===== src/rtl/nn_pkg.sv =====
// Shared types and helpers for the NN datapath stages.
// Activation select codes and a width-generic saturating clamp.
package nn_pkg;

    typedef enum logic [1:0] {
        ACT_NONE,
        ACT_RELU,
        ACT_LEAKY,
        ACT_RSVD
    } act_mode_e;

    localparam int SAT_MAXW = 64;

    // Clamp a sign-extended sum to the signed range of a dw-bit word.
    function automatic logic signed [SAT_MAXW:0] sat_clamp(
        input logic signed [SAT_MAXW:0] sum,
        input int                       dw
    );
        logic signed [SAT_MAXW:0] hi;
        logic signed [SAT_MAXW:0] lo;
        hi = (65'sd1 <<< (dw - 1)) - 65'sd1;
        lo = -(65'sd1 <<< (dw - 1));
        if (sum > hi) begin
            return hi;
        end
        if (sum < lo) begin
            return lo;
        end
        return sum;
    endfunction

endpackage


===== src/rtl/bias_act_pipe_if.sv =====
// Streaming bus for bias_act_pipe: input/output vector handshakes,
// bias file write port and saturation counter access.
interface bias_act_pipe_if
    import nn_pkg::*;
#(
    parameter int N_CH  = 10,
    parameter int DW    = 32,
    parameter int CNT_W = 16
) ();

    localparam int AW = (N_CH > 1) ? $clog2(N_CH) : 1;

    logic                 in_valid;
    logic                 in_ready;
    logic signed [DW-1:0] in_data [N_CH];
    act_mode_e            act_mode;
    logic                 out_valid;
    logic                 out_ready;
    logic signed [DW-1:0] out_data [N_CH];
    logic                 bias_we;
    logic [AW-1:0]        bias_addr;
    logic signed [DW-1:0] bias_wdata;
    logic                 sat_clr;
    logic [CNT_W-1:0]     sat_count;

    modport master (
        output in_valid, in_data, act_mode, out_ready,
        output bias_we, bias_addr, bias_wdata, sat_clr,
        input  in_ready, out_valid, out_data, sat_count
    );

    modport slave (
        input  in_valid, in_data, act_mode, out_ready,
        input  bias_we, bias_addr, bias_wdata, sat_clr,
        output in_ready, out_valid, out_data, sat_count
    );

endinterface


===== src/rtl/bias_sat_lane.sv =====
// One lane of the second stage: clamp the widened sum to DW bits,
// flag saturation, then apply the selected activation.
module bias_sat_lane
    import nn_pkg::*;
#(
    parameter int DW         = 32,
    parameter int LEAK_SHIFT = 3
) (
    input  logic signed [DW:0]   sum,
    input  act_mode_e            mode,
    output logic signed [DW-1:0] res,
    output logic                 sat
);

    logic signed [SAT_MAXW:0] wide;
    logic signed [SAT_MAXW:0] clamped_w;
    logic signed [DW-1:0]     clamped;
    logic                     neg;

    always_comb begin
        wide      = {{(SAT_MAXW - DW){sum[DW]}}, sum};
        clamped_w = sat_clamp(wide, DW);
        clamped   = clamped_w[DW-1:0];
        sat       = (clamped_w != wide);
        neg       = clamped[DW-1];
        res       = clamped;
        unique case (1'b1)
            (neg && mode == ACT_RELU):  res = '0;
            (neg && mode == ACT_LEAKY): res = clamped >>> LEAK_SHIFT;
            default:                    res = clamped;
        endcase
    end

endmodule


===== src/rtl/bias_act_pipe.sv =====
// Bias-add + saturate + activation stage: two-deep valid/ready
// pipeline with a writable per-lane bias file and a saturation counter.
module bias_act_pipe
    import nn_pkg::*;
#(
    parameter int N_CH       = 10,
    parameter int DW         = 32,
    parameter int LEAK_SHIFT = 3,
    parameter int CNT_W      = 16
) (
    input logic            clk,
    input logic            rst,
    bias_act_pipe_if.slave bus
);

    localparam int PW = $clog2(N_CH + 1);

    logic signed [DW-1:0] bias_q   [N_CH];
    logic signed [DW:0]   s1_sum   [N_CH];
    logic signed [DW-1:0] out_q    [N_CH];
    logic signed [DW-1:0] lane_res [N_CH];
    logic [N_CH-1:0]      lane_sat;
    act_mode_e            s1_mode;
    logic                 s1_valid;
    logic                 out_valid_q;
    logic [CNT_W-1:0]     sat_q;

    logic             s2_load;
    logic             s1_load;
    logic             accept;
    logic             bias_hit;
    logic [PW-1:0]    sat_pop;
    logic [CNT_W:0]   cnt_sum;
    logic [CNT_W-1:0] cnt_nxt;

    always_comb begin
        s2_load  = !out_valid_q || bus.out_ready;
        s1_load  = !s1_valid || s2_load;
        accept   = bus.in_valid && rst && s1_load;
        bias_hit = bus.bias_we && (int'(bus.bias_addr) < N_CH);
    end

    assign bus.in_ready  = rst && s1_load;
    assign bus.out_valid = out_valid_q;
    assign bus.out_data  = out_q;
    assign bus.sat_count = sat_q;

    for (genvar g = 0; g < N_CH; g++) begin : g_lane
        bias_sat_lane #(
            .DW         (DW),
            .LEAK_SHIFT (LEAK_SHIFT)
        ) u_lane (
            .sum  (s1_sum[g]),
            .mode (s1_mode),
            .res  (lane_res[g]),
            .sat  (lane_sat[g])
        );
    end

    // Counter sticks at all-ones; a clear drops any same-cycle increment.
    always_comb begin
        sat_pop = '0;
        for (int i = 0; i < N_CH; i++) begin
            sat_pop = sat_pop + PW'(lane_sat[i]);
        end
        cnt_sum = {1'b0, sat_q};
        if (s2_load && s1_valid) begin
            cnt_sum = cnt_sum + (CNT_W + 1)'(sat_pop);
        end
        if (bus.sat_clr) begin
            cnt_nxt = '0;
        end else if (cnt_sum[CNT_W]) begin
            cnt_nxt = '1;
        end else begin
            cnt_nxt = cnt_sum[CNT_W-1:0];
        end
    end

    always_ff @(posedge clk) begin
        if (!rst) begin
            s1_valid    <= 1'b0;
            out_valid_q <= 1'b0;
            s1_mode     <= ACT_NONE;
            sat_q       <= '0;
            for (int i = 0; i < N_CH; i++) begin
                bias_q[i] <= '0;
                s1_sum[i] <= '0;
                out_q[i]  <= '0;
            end
        end else begin
            // Accept reads bias_q before this edge's write lands.
            if (bias_hit) begin
                bias_q[bus.bias_addr] <= bus.bias_wdata;
            end
            if (s1_load) begin
                s1_valid <= accept;
            end
            if (accept) begin
                s1_mode <= bus.act_mode;
                for (int i = 0; i < N_CH; i++) begin
                    s1_sum[i] <= {bus.in_data[i][DW-1], bus.in_data[i]}
                               + {bias_q[i][DW-1], bias_q[i]};
                end
            end
            if (s2_load) begin
                out_valid_q <= s1_valid;
                if (s1_valid) begin
                    out_q <= lane_res;
                end
            end
            sat_q <= cnt_nxt;
        end
    end

endmodule


===== src/flat_wrapper.sv =====
// flat-port wrapper written by rule: the top's interface ports become plain ports
module bias_act_pipe_flat import nn_pkg::*;
#(
    parameter int N_CH       = 10,
    parameter int DW         = 32,
    parameter int LEAK_SHIFT = 3,
    parameter int CNT_W      = 16
)
  (clk, rst, bus_in_valid, bus_in_data, bus_act_mode, bus_out_ready, bus_bias_we, bus_bias_addr, bus_bias_wdata, bus_sat_clr, bus_in_ready, bus_out_valid, bus_out_data, bus_sat_count);
  bias_act_pipe_if #(.N_CH(N_CH), .DW(DW), .CNT_W(CNT_W)) bus_i ();
  input logic clk;
  input logic rst;
  input wire logic [$bits(bus_i.in_valid)-1:0] bus_in_valid;
  input wire logic [$bits(bus_i.in_data)-1:0] bus_in_data;
  input wire logic [$bits(bus_i.act_mode)-1:0] bus_act_mode;
  input wire logic [$bits(bus_i.out_ready)-1:0] bus_out_ready;
  input wire logic [$bits(bus_i.bias_we)-1:0] bus_bias_we;
  input wire logic [$bits(bus_i.bias_addr)-1:0] bus_bias_addr;
  input wire logic [$bits(bus_i.bias_wdata)-1:0] bus_bias_wdata;
  input wire logic [$bits(bus_i.sat_clr)-1:0] bus_sat_clr;
  output wire logic [$bits(bus_i.in_ready)-1:0] bus_in_ready;
  output wire logic [$bits(bus_i.out_valid)-1:0] bus_out_valid;
  output wire logic [$bits(bus_i.out_data)-1:0] bus_out_data;
  output wire logic [$bits(bus_i.sat_count)-1:0] bus_sat_count;
  assign bus_i.in_valid = bus_in_valid;
  assign bus_i.in_data = {>>{bus_in_data}};
  assign bus_i.act_mode = bus_act_mode;
  assign bus_i.out_ready = bus_out_ready;
  assign bus_i.bias_we = bus_bias_we;
  assign bus_i.bias_addr = bus_bias_addr;
  assign bus_i.bias_wdata = bus_bias_wdata;
  assign bus_i.sat_clr = bus_sat_clr;
  assign bus_in_ready = bus_i.in_ready;
  assign bus_out_valid = bus_i.out_valid;
  assign bus_out_data = {>>{bus_i.out_data}};
  assign bus_sat_count = bus_i.sat_count;
  bias_act_pipe #(.N_CH(N_CH), .DW(DW), .LEAK_SHIFT(LEAK_SHIFT), .CNT_W(CNT_W)) u_core (.clk(clk), .rst(rst), .bus(bus_i));
endmodule

===== config.mk =====
export PLATFORM = sky130hd
export DESIGN_NAME = bias_act_pipe_flat
export DESIGN_NICKNAME = d
export VERILOG_FILES = /design/src/rtl/nn_pkg.sv /design/src/rtl/bias_act_pipe_if.sv /design/src/rtl/bias_sat_lane.sv /design/src/rtl/bias_act_pipe.sv /design/src/flat_wrapper.sv
export SDC_FILE = /design/constraint.sdc
export NUM_CORES = 2
export LEC_CHECK = 0
export ABC_AREA = 0
export CELL_PAD_IN_SITES_DETAIL_PLACEMENT = 0
export CELL_PAD_IN_SITES_GLOBAL_PLACEMENT = 1
export CORE_MARGIN = 2
export CORE_UTILIZATION = 40
export CTS_CLUSTER_SIZE = 30
export DETAILED_ROUTE_END_ITERATION = 8
export PLACE_DENSITY = 0.77
export SLEW_MARGIN = 20
export SYNTH_ARGS = -nofsm -noshare
export SYNTH_HDL_FRONTEND = slang
export SYNTH_SLANG_ARGS = --single-unit

===== constraint.sdc =====
create_clock -name clk -period 18.5 [get_ports clk]
set_input_delay 2.775 -clock clk [delete_from_list [all_inputs] [get_ports clk]]
set_output_delay 2.775 -clock clk [all_outputs]
set_load 0.02 [all_outputs]

==> summary.txt <==
Clock tree
  – Hold_buf cts: 0
  – CTS tree: built
  – Worst-skew pair later-pin latency: around 0.76 ns
  – Resized Gates After CTS: 0
  – Clk buf depth: 3
  – Setup Fix Bufs, Post-CTS: 0
  – Clock slew at reported path FFs: ~0.06 ns
  – Clk sinks: 990
  – CTS Buf Count: approximately 110
  – CTS H-tree lvls: 3
  – Clock root buffer: clkbuf_16

Place
  – Gpl congestion: around 0.9
  – IO buf count: between 700 and 800
  – DP Wirelength: about 150000 um

Floorplanning
  – Die footprint: around 150000 um2
  – Initial core utilization: 40.3%
  – Core ar.: 146000 um2
  – I/O pins: between 700 and 800
  – Die Y: 387 um
  – Row count: 140
  – Die span in x: 387 um

Power
  – Leakage: ~0.026 uW
  – Power, Total: between 6000 and 7000 uW
  – Total power per unit cell area: between 90 and 100 nW/um2
  – Peak supply drop: roughly 0.072 mV

Cells and area
  – Most common cell after layout, fill and taps aside: nor2_1
  – Sequential Area: 26300 um2
  – Share of cells above drive strength 1: 4.82%
  – Area occupied by multi-input gates: a little over 30000 um2
  – Area grow syn2layout: 21.3%
  – Filler Cells Inserted: 13600
  – Final #Nets: about 7400
  – Most frequent cells in the layout: nor2_1, clkdlybuf4s50_1, edfxtp_1

Critical path
  – R2R Path End: u_core.bus.sat_count[15]
  – Crit-path cells: clkdlybuf4s50_1, nor2b_1, nand2_1, and2_1, clkdlybuf4s50_1
  – CP endpoint kind: output pin
  – R2R depth: 17
  – CP Launch Type: input pin
  – Most frequent CP cell: clkdlybuf4s50_1
  – Crit path largest cell delay: between 0.5 and 0.6 ns
  – CP max-delay cell: clkdlybuf4s50_1
  – Reg2reg start: u_core.s1_sum[0][65]
  – Worst EP arrival: 4.41 ns
  – Flop-to-flop setup slack: about 13 ns
  – Crit Path Max Fanout: 5
  – Critical path class: in -> out
  – CP required: around 16 ns

Global routing
  – Vias in the first global route: ~47000
  – Initial antenna violation count: 41
  – Congestion Overflow GR: 0
  – Overall Global Routing Usage: 27.5%
  – Largest net degree at the start of global routing: between 150 and 200
  – Global-route wire length before repair: between 300000 and 400000 um

Min path
  – Hold path depth: 2
  – Startpoint of the worst hold path: u_core.bus.out_data[200]
  – Worst hold endpoint: u_core.bus.out_data[200]
  – HP Class: reg -> reg

Timing
  – Period Utilization, post-route: approximately 39%
  – Max_slew headroom: 8.95%
  – Min cycle time layout: around 7.2 ns
  – Fmax: between 100 and 150 MHz
  – Slew Viols, Final: 0
  – Worst Skew: ~0.036 ns
  – RSZ-0062 raised after global routing: false
  – Final setup viols: 0
  – Final hold viol count: 0
  – Setup TNS: 0 ns
  – Worst-Margin Slew: 1.37 ns

Logic synthesis
  – Synth Net Count: a little under 7000
  – Cells after Synth: ~6000
  – Leading area contributor after synthesis: edfxtp_1
  – Synthesized flop and latch total: 990
  – Post-Syn Area per Cell: 9.50 um2
  – Largest family of logic cells by synthesized area: compound AO/OA/AOI/OAI gates
  – Complex-gate fraction of the synthesized area: a little under 20%
  – Top FF cell, synth: edfxtp_1
  – Simple-gate portion of the synthesized area: between 15 and 20%
  – Synth top area share: about a third
  – Synth Warn #: 0
  – Synth top area cells: edfxtp_1, dfxtp_1, ha_1
  – Multiplexer share of the synthesized area: 4.59%
  – Synth async-reset ratio: 0%
  – Synth Area in Adders: about 7.6%
  – Synth unique cells: 80
  – Synth Area in XOR/XNOR: 3.81%
  – Synthesized area: between 50000 and 60000 um2
  – Post-synth EDFFs: 650
  – Sequential area share after synthesis: between 40% and 50%

Route
  – Remaining DRCs: 0
  – Wire per inst: around 25 um
  – Final wirelength: around 210000 um
  – Detail Route Antenna Nets: 0
  – DRT iter0 DRCs: roughly 4700
  – Vias per Instance: just under 6
  – DR vias: 50700
  – Drt first pass iters: 5

Status
  – Status: finished, final reports clean

Run
  – Max-Cap Viols: 0
[flip-flops by register name, indices dropped and copies added (netlist names)]
signal / cells
u_core.bias_q: 320
u_core.bus.out_data: 320
u_core.bus.out_valid: 1
u_core.bus.sat_count: 16
u_core.s1_mode: 2
u_core.s1_sum: 330
u_core.s1_valid: 1
[per-stage QoR]
stage / cell area [um2] / worst slack (ns) / util [%] / hold slack [ns] / std cells
after floorplan: 58600 / 6.66 / - / 0.486 / 6173
after global placement: 67200 / 11.19 / 46.2 / 0.485 / 8459
after detailed placement: 67200 / 11.14 / 46.2 / 0.488 / 8459
after CTS: 71000 / 11.31 / 48.8 / 0.496 / 8676
after global routing: 71100 / 11.21 / 48.8 / 0.509 / 8693
final: 71100 / 11.31 / 48.8 / 0.492 / 8693
[layout make-up]
class,count,share of cell area (%)
multi-input cells,4643,42.7
flip-flops and latches,990,37.0
repair buffers,770,10.7
clock buffers,157,4.56
well taps,1917,3.37
clock inverters,60,0.783
inverters,140,0.739
diodes,16,0.0563
[Yosys cell counts (all sizes together) (51+ instances only)]
| master | number |
|---|---|
| a21o | 170 |
| xnor2 | 115 |
| inv | 140 |
| clkbuf | 377 |
| a221oi | 286 |
| nor2b | 65 |
| edfxtp | 650 |
| dfxtp | 340 |
| nand3 | 61 |
| nor3b | 285 |
| mux2i | 269 |
| nor3 | 68 |
| a21oi | 591 |
| o21ai | 470 |
| nand2 | 245 |
| ha | 329 |
| nand2b | 51 |
| xor2 | 140 |
| nor2 | 1010 |
[metal layers]
metal / part of all wire [%] / vias to the layer above / global-route usage, % / routed length (um)
li1: - / 23800 / - / -
met1: 43 / 24400 / 37.0 / 91400
met2: 45 / 2025 / 43.0 / 96800
met3: 7.9 / 374 / 5.27 / 16900
met4: 4.3 / 8 / 11.9 / 9310
met5: 0.025 / - / 0 / 54
[power by group]
part / total [uW] / leakage (uW) / switching (uW) / internal (uW)
Combinational: 1470 / 0.0152 / 857 / 612
Sequential: 2690 / 0.00934 / 147 / 2540
Clock: 2310 / 0.00188 / 978 / 1340
Total: 6470 / 0.0264 / 1980 / 4490
[critical path, delay by kind of cell]
kind | cells | cell delay, ns
buffers and inverters | 2 | 0.95
and+or+nand+nor | 3 | 0.69
[worst max-delay path by stage]
stage | from | end | slack, ns | cells past startpoint
2_1_floorplan | bus_out_ready | u_core.s1_sum[0][0] | 6.66 | 7
3_3_place_gp | bus_out_ready | u_core.s1_sum[0][200] | 11.19 | 8
3_5_place_dp | bus_out_ready | u_core.s1_sum[0][231] | 11.14 | 8
4_1_cts | bus_out_ready | bus_in_ready | 11.31 | 5
5_1_grt | bus_out_ready | bus_in_ready | 11.21 | 5
6_report | bus_out_ready | bus_in_ready | 11.31 | 5
[logic make-up (layout without fill, tap and decap cells)]
| family | Yosys count | count (layout) |
|---|---|---|
| AO/OA/AOI/OAI | 1826 | 1826 |
| other | 0 | 16 |
| XOR/XNOR | 255 | 255 |
| adder cells (fa/ha/maj) | 346 | 346 |
| flip-flops | 990 | 990 |
| buffers and inverters | 540 | 1127 |
| multiplexers | 269 | 269 |
| AND/OR/NAND/NOR | 1947 | 1947 |
(Power assumes the default switching activity.)
